[src/rtl/bus_arbiter.sv]
// Round-robin bus arbiter with registered one-hot grant, hold-time limit and a dead turnaround cycle.
// Optional BUS_ARBITER_PRIORITY0_EN: requester 0 wins whenever it requests and is never force-released.
module bus_arbiter #(
   parameter int NUM_REQ  = 4,
   parameter int HOLD_MAX = 8
) (
   input  logic                       clk,
   input  logic                       rst,
   input  logic [NUM_REQ-1:0]         req,
   input  logic [NUM_REQ-1:0]         lock,
   output logic [NUM_REQ-1:0]         gnt,
   output logic [$clog2(NUM_REQ)-1:0] gnt_id,
   output logic                       bus_busy,
   output logic                       timeout
);

   localparam int IW = $clog2(NUM_REQ);
   localparam int CW = $clog2(HOLD_MAX + 1);
   localparam logic [NUM_REQ-1:0] ONE = {{(NUM_REQ-1){1'b0}}, 1'b1};

   typedef enum logic [1:0] {IDLE, GRANT, TURN} state_t;

   state_t          state;
   logic [IW-1:0]   rr_ptr;
   logic [CW-1:0]   hold_cnt;
   logic [IW-1:0]   sel;
   logic            sel_valid;
   logic [IW-1:0]   next_ptr;
   logic [IW-1:0]   scan_idx;
   int              scan_sum;
   logic            others_waiting;
   logic            force_rel;

   // Scan downward in offset so the lowest offset from rr_ptr is the one left standing.
   always_comb begin
      sel       = '0;
      sel_valid = 1'b0;
      scan_sum  = 0;
      scan_idx  = '0;
      for (int i = NUM_REQ - 1; i >= 0; i--) begin
         scan_sum = int'(rr_ptr) + i;
         if (scan_sum >= NUM_REQ)
            scan_sum = scan_sum - NUM_REQ;
         scan_idx = IW'(scan_sum);
         if (req[scan_idx]) begin
            sel       = scan_idx;
            sel_valid = 1'b1;
         end
      end
`ifdef BUS_ARBITER_PRIORITY0_EN
      if (req[0]) begin
         sel       = '0;
         sel_valid = 1'b1;
      end
`endif
   end

   always_comb begin
      next_ptr = '0;
      if (int'(gnt_id) != NUM_REQ - 1)
         next_ptr = gnt_id + IW'(1);
`ifdef BUS_ARBITER_PRIORITY0_EN
      if (next_ptr == '0)
         next_ptr = IW'(1);
`endif
   end

   // A counter that saturated while the holder was alone still triggers release once others arrive.
   always_comb begin
      others_waiting = (req & ~gnt) != '0;
      force_rel      = (hold_cnt >= CW'(HOLD_MAX - 1)) && !lock[gnt_id] && others_waiting;
`ifdef BUS_ARBITER_PRIORITY0_EN
      if (gnt_id == '0)
         force_rel = 1'b0;
`endif
   end

   always_ff @(posedge clk or posedge rst) begin
      if (rst) begin
         state    <= IDLE;
         rr_ptr   <= '0;
         hold_cnt <= '0;
         gnt      <= '0;
         gnt_id   <= '0;
         bus_busy <= 1'b0;
         timeout  <= 1'b0;
      end else begin
         timeout <= 1'b0;
         case (state)
            IDLE, TURN: begin
               if (sel_valid) begin
                  gnt      <= ONE << sel;
                  gnt_id   <= sel;
                  bus_busy <= 1'b1;
                  hold_cnt <= '0;
                  state    <= GRANT;
               end else begin
                  state <= IDLE;
               end
            end
            GRANT: begin
               if (!req[gnt_id] || force_rel) begin
                  gnt      <= '0;
                  gnt_id   <= '0;
                  bus_busy <= 1'b0;
                  rr_ptr   <= next_ptr;
                  state    <= TURN;
                  // A voluntary drop wins over a coincident forced release.
                  timeout  <= req[gnt_id];
               end else if (hold_cnt != CW'(HOLD_MAX)) begin
                  hold_cnt <= hold_cnt + CW'(1);
               end
            end
            default: state <= IDLE;
         endcase
      end
   end

endmodule

[config.mk]
export PLATFORM = sky130hd
export DESIGN_NAME = bus_arbiter
export DESIGN_NICKNAME = d
export VERILOG_FILES = /design/src/rtl/bus_arbiter.sv
export SDC_FILE = /design/constraint.sdc
export NUM_CORES = 1
export LEC_CHECK = 0
export BUFFER_PORTS_ARGS = -buffer_cell sky130_fd_sc_hd__buf_4
export CAP_MARGIN = 0
export CORE_ASPECT_RATIO = 0.8
export CORE_MARGIN = 2
export CORE_UTILIZATION = 47
export CTS_CLUSTER_DIAMETER = 80
export DETAILED_ROUTE_END_ITERATION = 16
export GPL_ROUTABILITY_DRIVEN = 0
export PLACE_DENSITY = 0.73
export RECOVER_POWER = 50
export SYNTH_ARGS = -nofsm -noshare
export SYNTH_HDL_FRONTEND = slang
export SYNTH_SLANG_ARGS = --single-unit
[constraint.sdc]
create_clock -name clk -period 2.2 [get_ports clk]
set_clock_uncertainty 0.2 [all_clocks]
set_input_delay 0.44 -clock clk [delete_from_list [all_inputs] [get_ports clk]]
set_output_delay 0.44 -clock clk [all_outputs]
set_load 0.01 [all_outputs]
## Yosys cells after proc, flatten, opt, wreduce, memory -nomap -nowiden

Cells that the tools add are included.

| operators by class | value |
|---|---|
| reduce and logical (&&, ||, !) cells | 12 |
| mux-type cells | 43 |
| multipliers | 0 |
| shift operators | 1 |
| $lt $le $gt $ge | 10 |
| $add $sub $neg | 9 |
| equality and inequality tests | 8 |
| bitwise logic cells | 2 |
| divide/modulo/power cells | 0 |

Operators with widths:

| operator | count |
|---|---|
| two-way mux 2 bit | 12 |
| two-way mux 4 bit | 5 |
| one-hot mux 4 bit (2 select lines) | 2 |
| < comparator 2 x 3 -> 1 bit (second input constant) | 5 |
| two-way mux 1 bit | 15 |
| binary-select mux 1 bit (select 2 bit) | 6 |
| >= comparator 3 bit (second input constant) | 3 |
| inequality test 2 bit (second input constant) | 4 |
| one-hot mux 2 bit (2 select lines) | 2 |
| subtractor 2 x 1 -> 2 bit (second input constant) | 4 |
| adder 2 x 2 -> 3 bit (second input constant) | 2 |
| adder 4 x 1 -> 4 bit (second input constant) | 1 |
| bitwise AND 4 bit | 1 |
| >= comparator 4 x 3 -> 1 bit (second input constant) | 1 |
| inequality test 4 bit (second input constant) | 1 |
| NOT 4 bit | 1 |
| AND reduction 4 bit | 1 |
| nonzero test 4 bit | 1 |
| << shifter 1 x 2 -> 4 bit (first input constant) | 1 |
| adder 2 x 1 -> 3 bit (second input constant) | 1 |
| >= comparator 2 x 3 -> 1 bit (second input constant) | 1 |
| AND reduction 3 bit | 1 |
| adder 2 x 1 -> 2 bit (second input constant) | 1 |
| == test 2 x 1 -> 1 bit (second input constant) | 1 |
| other kinds (10) | 12 |

| storage, ports and cells | value |
|---|---|
| register bits | 16 |
| bits in writable memories | 0 |
| bits in latches | 0 |
| logic and storage cells | 92 |
| output and inout port bits | 8 |
| bits of input ports | 10 |
| bits in read-only memories | 0 |
| memories kept | 0 |

## Logic depth before layout (Yosys ltp)

| depth | value |
|---|---|
| depth in word-level cells | 12 |
| gate-level depth with buffers | 8 |
| mapped depth without buffers | 7 |

## Least setup slack after synthesis

Ideal clock, no wire load.

| timing path | value |
|---|---|
| kind | register -> register |
| start | register gnt_id[0] |
| end | register rr_ptr[0] |
| library setup time | 0.074 ns |
| arrival | 1.868 ns |
| buffers on the path | 1 |
| data required time | 1.926 ns |
| period minus slack after synthesis | 2.142 ns |
| cell stages (with the launch flop) | 6 |
| setup slack | 0.058 ns |
| path through | dfrtp_1 mux4_2 o32a_1 buf_6 or3_1 o21ai_2 |

| between the ends | value |
|---|---|
| cells in the longest elaborated chain, start to end | 7 |
| elaborated cells on any way between the ends | 13 |
| those cells by class | add/sub (1); eq/ne (1); mux (5); reduce/logical (6) |

Ends and longest elaborated chain:

| what | line | RTL |
|---|---|---|
| start: declaration | 12 | `output logic [$clog2(NUM_REQ)-1:0] gnt_id,` |
| start signal: assignment | 93 | `gnt_id <= sel;` |
| binary-select mux 1 bit (select 2 bit) | 71 | `force_rel = (hold_cnt >= CW'(HOLD_MAX - 1)) && !lock[gnt_id] && others_waiting;` |
| two-way mux 1 bit (implied by the code) | 71 |  |
| logical NOT 1 bit | 71 |  |
| logical AND 1 bit (2 in series) | 71 |  |
| logical OR 1 bit | 102 | `if (!req[gnt_id] \|\| force_rel) begin` |
| AND reduction 2 bit (no line) | n/a |  |
| end signal: assignment | 106 | `rr_ptr <= next_ptr;` |
| end: declaration | 24 | `logic [IW-1:0] rr_ptr;` |

Several ways; a longest one is shown, not always the timed one. The select of a mux whose other input is x is not followed.
A chain may end at the register's enable or synchronous reset.

## Final worst setup path

Ends and elaborated chain as after synthesis.

==> impl_metrics.tcl <==
set metrics [dict create \
    synth_xor_area_share_pct 0 \
    synth_compound_area_share_pct 22.6 \
    start_util_pct 52.1 \
    hold_violations 0 \
    required_ns 2.23 \
    tightest_slew_ns 0.597 \
    vias_per_cell 5.65 \
    portBuffers 17 \
    core_area_um2 1690 \
    critPathMaxStageDelay_ns 0.54 \
    synth_adder_area_share_pct 4.26 \
    p_int_uw 825 \
    rsz0062_at_grt "no" \
    synthDistinctLibCells 28 \
    ant_nets 0 \
    synth.top_cell.area_share_pct 45.4 \
    cp-start-kind "register" \
    finalSetupViolCount 0 \
    pwr-share-clk_pct 14.4 \
    post_cts_buffers 0 \
    end_kind "register" \
    crit_start "gnt_id[0]" \
    async_flop_share_pct 100 \
    seq_power_share_pct 36.8 \
    diodes 0 \
    synth_top_family_by_area "compound AO/OA/AOI/OAI gates" \
    critical_path_class "register to register" \
    synth-edff-count 0 \
    cp_slowest_cell "mux4_2" \
    power_density_nw_per_um2 1240 \
    pwr-share-comb_pct 48.8 \
    drt_drc_violations_left 0 \
    holdWs_ns 0.00840 \
    fin_nets 129 \
    avgSynthCellArea_um2 9.80 \
    via_count 774 \
    antenna_found_initial 0 \
    grt_pass1_vias 675 \
    clk_path_buf_depth 2 \
    status "finished clean" \
    synth.ff_latch_count 16 \
    synth-seq-area-share_pct 45.4 \
    crit_chain "mux4_2, o32a_4, or3_1, o21ai_2" \
    boundaryPins 18 \
    finalCritPeriodShare_pct 95.0 \
    drv_cap 0 \
    clkTransAtPathRegs_ns 0.10 \
    yosys.area_share.simple_pct 17.3 \
    ys.flop_type "dfrtp_1" \
    synthTopCellsByArea "dfrtp_1, mux4_2, nand2b_1" \
    dieArea_um2 2240 \
    arrival_ns 2.12 \
    hpwl_mm 1.40 \
    num-fill-cells 145 \
    grt_pass1_wl_mm 3.19 \
    area_growth_pct 25.4 \
    cts_sinks 16 \
    yosysTopAreaCell "dfrtp_1" \
    switching_share_pct 39.9 \
    min_period_ns 2.09 \
    tns_ns 0 \
    rr_startpoint "gnt_id[0]" \
    grt_start_max_net_pins 17 \
    rows 13 \
    fmax_mhz 478 \
    maxSlewHeadroom_pct 60.2 \
    fp.dieH_um 42.8 \
    yosys-mux-area-fraction_pct 5.11 \
    h-tree-depth 1 \
    cts_root_buf "clkbuf_4" \
    die_w_um 52.4 \
    synthTopCellsByCount "dfrtp_1, nand2_1, a21oi_1" \
    synth_nets 103 \
    dr.pass1.iters 4 \
    wirelength_mm 1.89 \
    cts_tree "built" \
    synthCells 90 \
    wl_per_cell_um 13.8 \
    stdcell_count 137 \
    grt_use_total_pct 19.6 \
    crit_fanout 9 \
    dp.cells 133 \
    cts_buffers 3 \
    yosysWarnings 0 \
    overflow 0 \
    hold_path_class "primary input to async pin" \
    syn_area_um2 882 \
    drt_iter0_drc 16 \
    clk_latency_ns 0.29 \
    drive_gt1_share_pct 27.0 \
    yosysMostFrequentCell "dfrtp_1" \
    peakVddDrop_v 0.000761 \
    maxSlewViolCount 0 \
    p_sw_uw 547 \
    power_leakage_nw 0.519 \
]
## cell usage in the layout, fill, tap and decap left out, drive strengths merged, types with 2 or more instances in the layout
| master | netlist | layout |
|---|---|---|
| o31ai | 3 | 3 |
| clkbuf | 0 | 9 |
| buf | 2 | 18 |
| mux4 | 2 | 2 |
| inv | 8 | 8 |
| o21ai | 8 | 8 |
| a21oi | 8 | 8 |
| nand2b | 7 | 7 |
| ha | 3 | 3 |
| dfrtp | 16 | 16 |
| or3 | 3 | 3 |
| nor2 | 4 | 4 |
| a32o | 2 | 2 |
| nand3 | 4 | 4 |
| nand2 | 9 | 9 |
## final cells by class
type	count	area (µm²)	share of cell area [%]
clock buffers	4	36.3	3.28
inverters	8	32.5	2.94
multi-input cells	64	450	40.7
well taps	22	27.5	2.49
flip-flops and latches	16	402	36.3
repair buffers	23	158	14.3
## sequential cells by signal, summed over array words and instances, names as in the netlist
| register | flops |
|---|---|
| gnt | 4 |
| hold_cnt | 4 |
| gnt_id | 2 |
| rr_ptr | 2 |
| state | 2 |
| bus_busy | 1 |
| timeout | 1 |
## routing by layer
metal  wire [µm]  global-route usage (%)  part of all wire (%)  vias up
met5           0                       0                     0        -
met4          13                    3.08                  0.69        0
met3         155                    7.39                   8.2        2
met2         771                    25.3                    41       30
met1         949                    31.3                    50      359
li1            -                       -                     -      383
## final timing paths
| check | slack [ns] | end | depth (start not counted) |
|---|---|---|---|
| max | 0.11 | rr_ptr[0] | 4 |
| min | 0.008 | gnt_id[0] | 2 |
| max reg2reg | 0.11 | rr_ptr[0] | 4 |
| min reg2reg | 0.31 | bus_busy | 2 |
| max in group asynchronous | 1.37 | gnt_id[0] | 2 |
| min in group clk | 0.31 | bus_busy | 2 |
## critical path, delay by kind of cell (launching register included)
family,cells,cell delay (ns)
mux,1,0.54
compound gates,2,0.51
simple gates,1,0.34
flops,1,0.45
## power groups by stage
stage	logic (mW)	registers (mW)	clock network, mW
detailed placement	0.663	0.508	0
global placement	0.655	0.507	0
CTS	0.668	0.503	0.204
finish	0.670	0.505	0.197
floorplan	0.404	0.510	0
global route	0.738	0.516	0.216
## kinds of logic (layout without fill, tap and decap cells)
kind of cell    count (synthesis)  count (layout)
compound gates                 29              29
fa+ha+maj                       3               3
buf+inv                        10              35
flops                          16              16
mux                             2               2
simple gates                   30              30
## timing repair
action / CTS / global route
gates resized for setup: 1 / 3
setup endpoints to repair: 1 / 3
hold buffers: 0 / 0
## through the flow
stage | power [mW] | utilization (%) | instance area (µm²) | worst slack (ns)
floorplan | 0.914 | - | 882 | 0.0581
global placement | 1.16 | 63.1 | 1070 | 0.0270
detailed placement | 1.17 | 63.1 | 1070 | -0.0101
CTS | 1.37 | 65.3 | 1100 | 0.0369
global route | 1.47 | 65.4 | 1110 | 0.0307
finish | 1.37 | 65.4 | 1110 | 0.109
(Power assumes the default switching activity.)
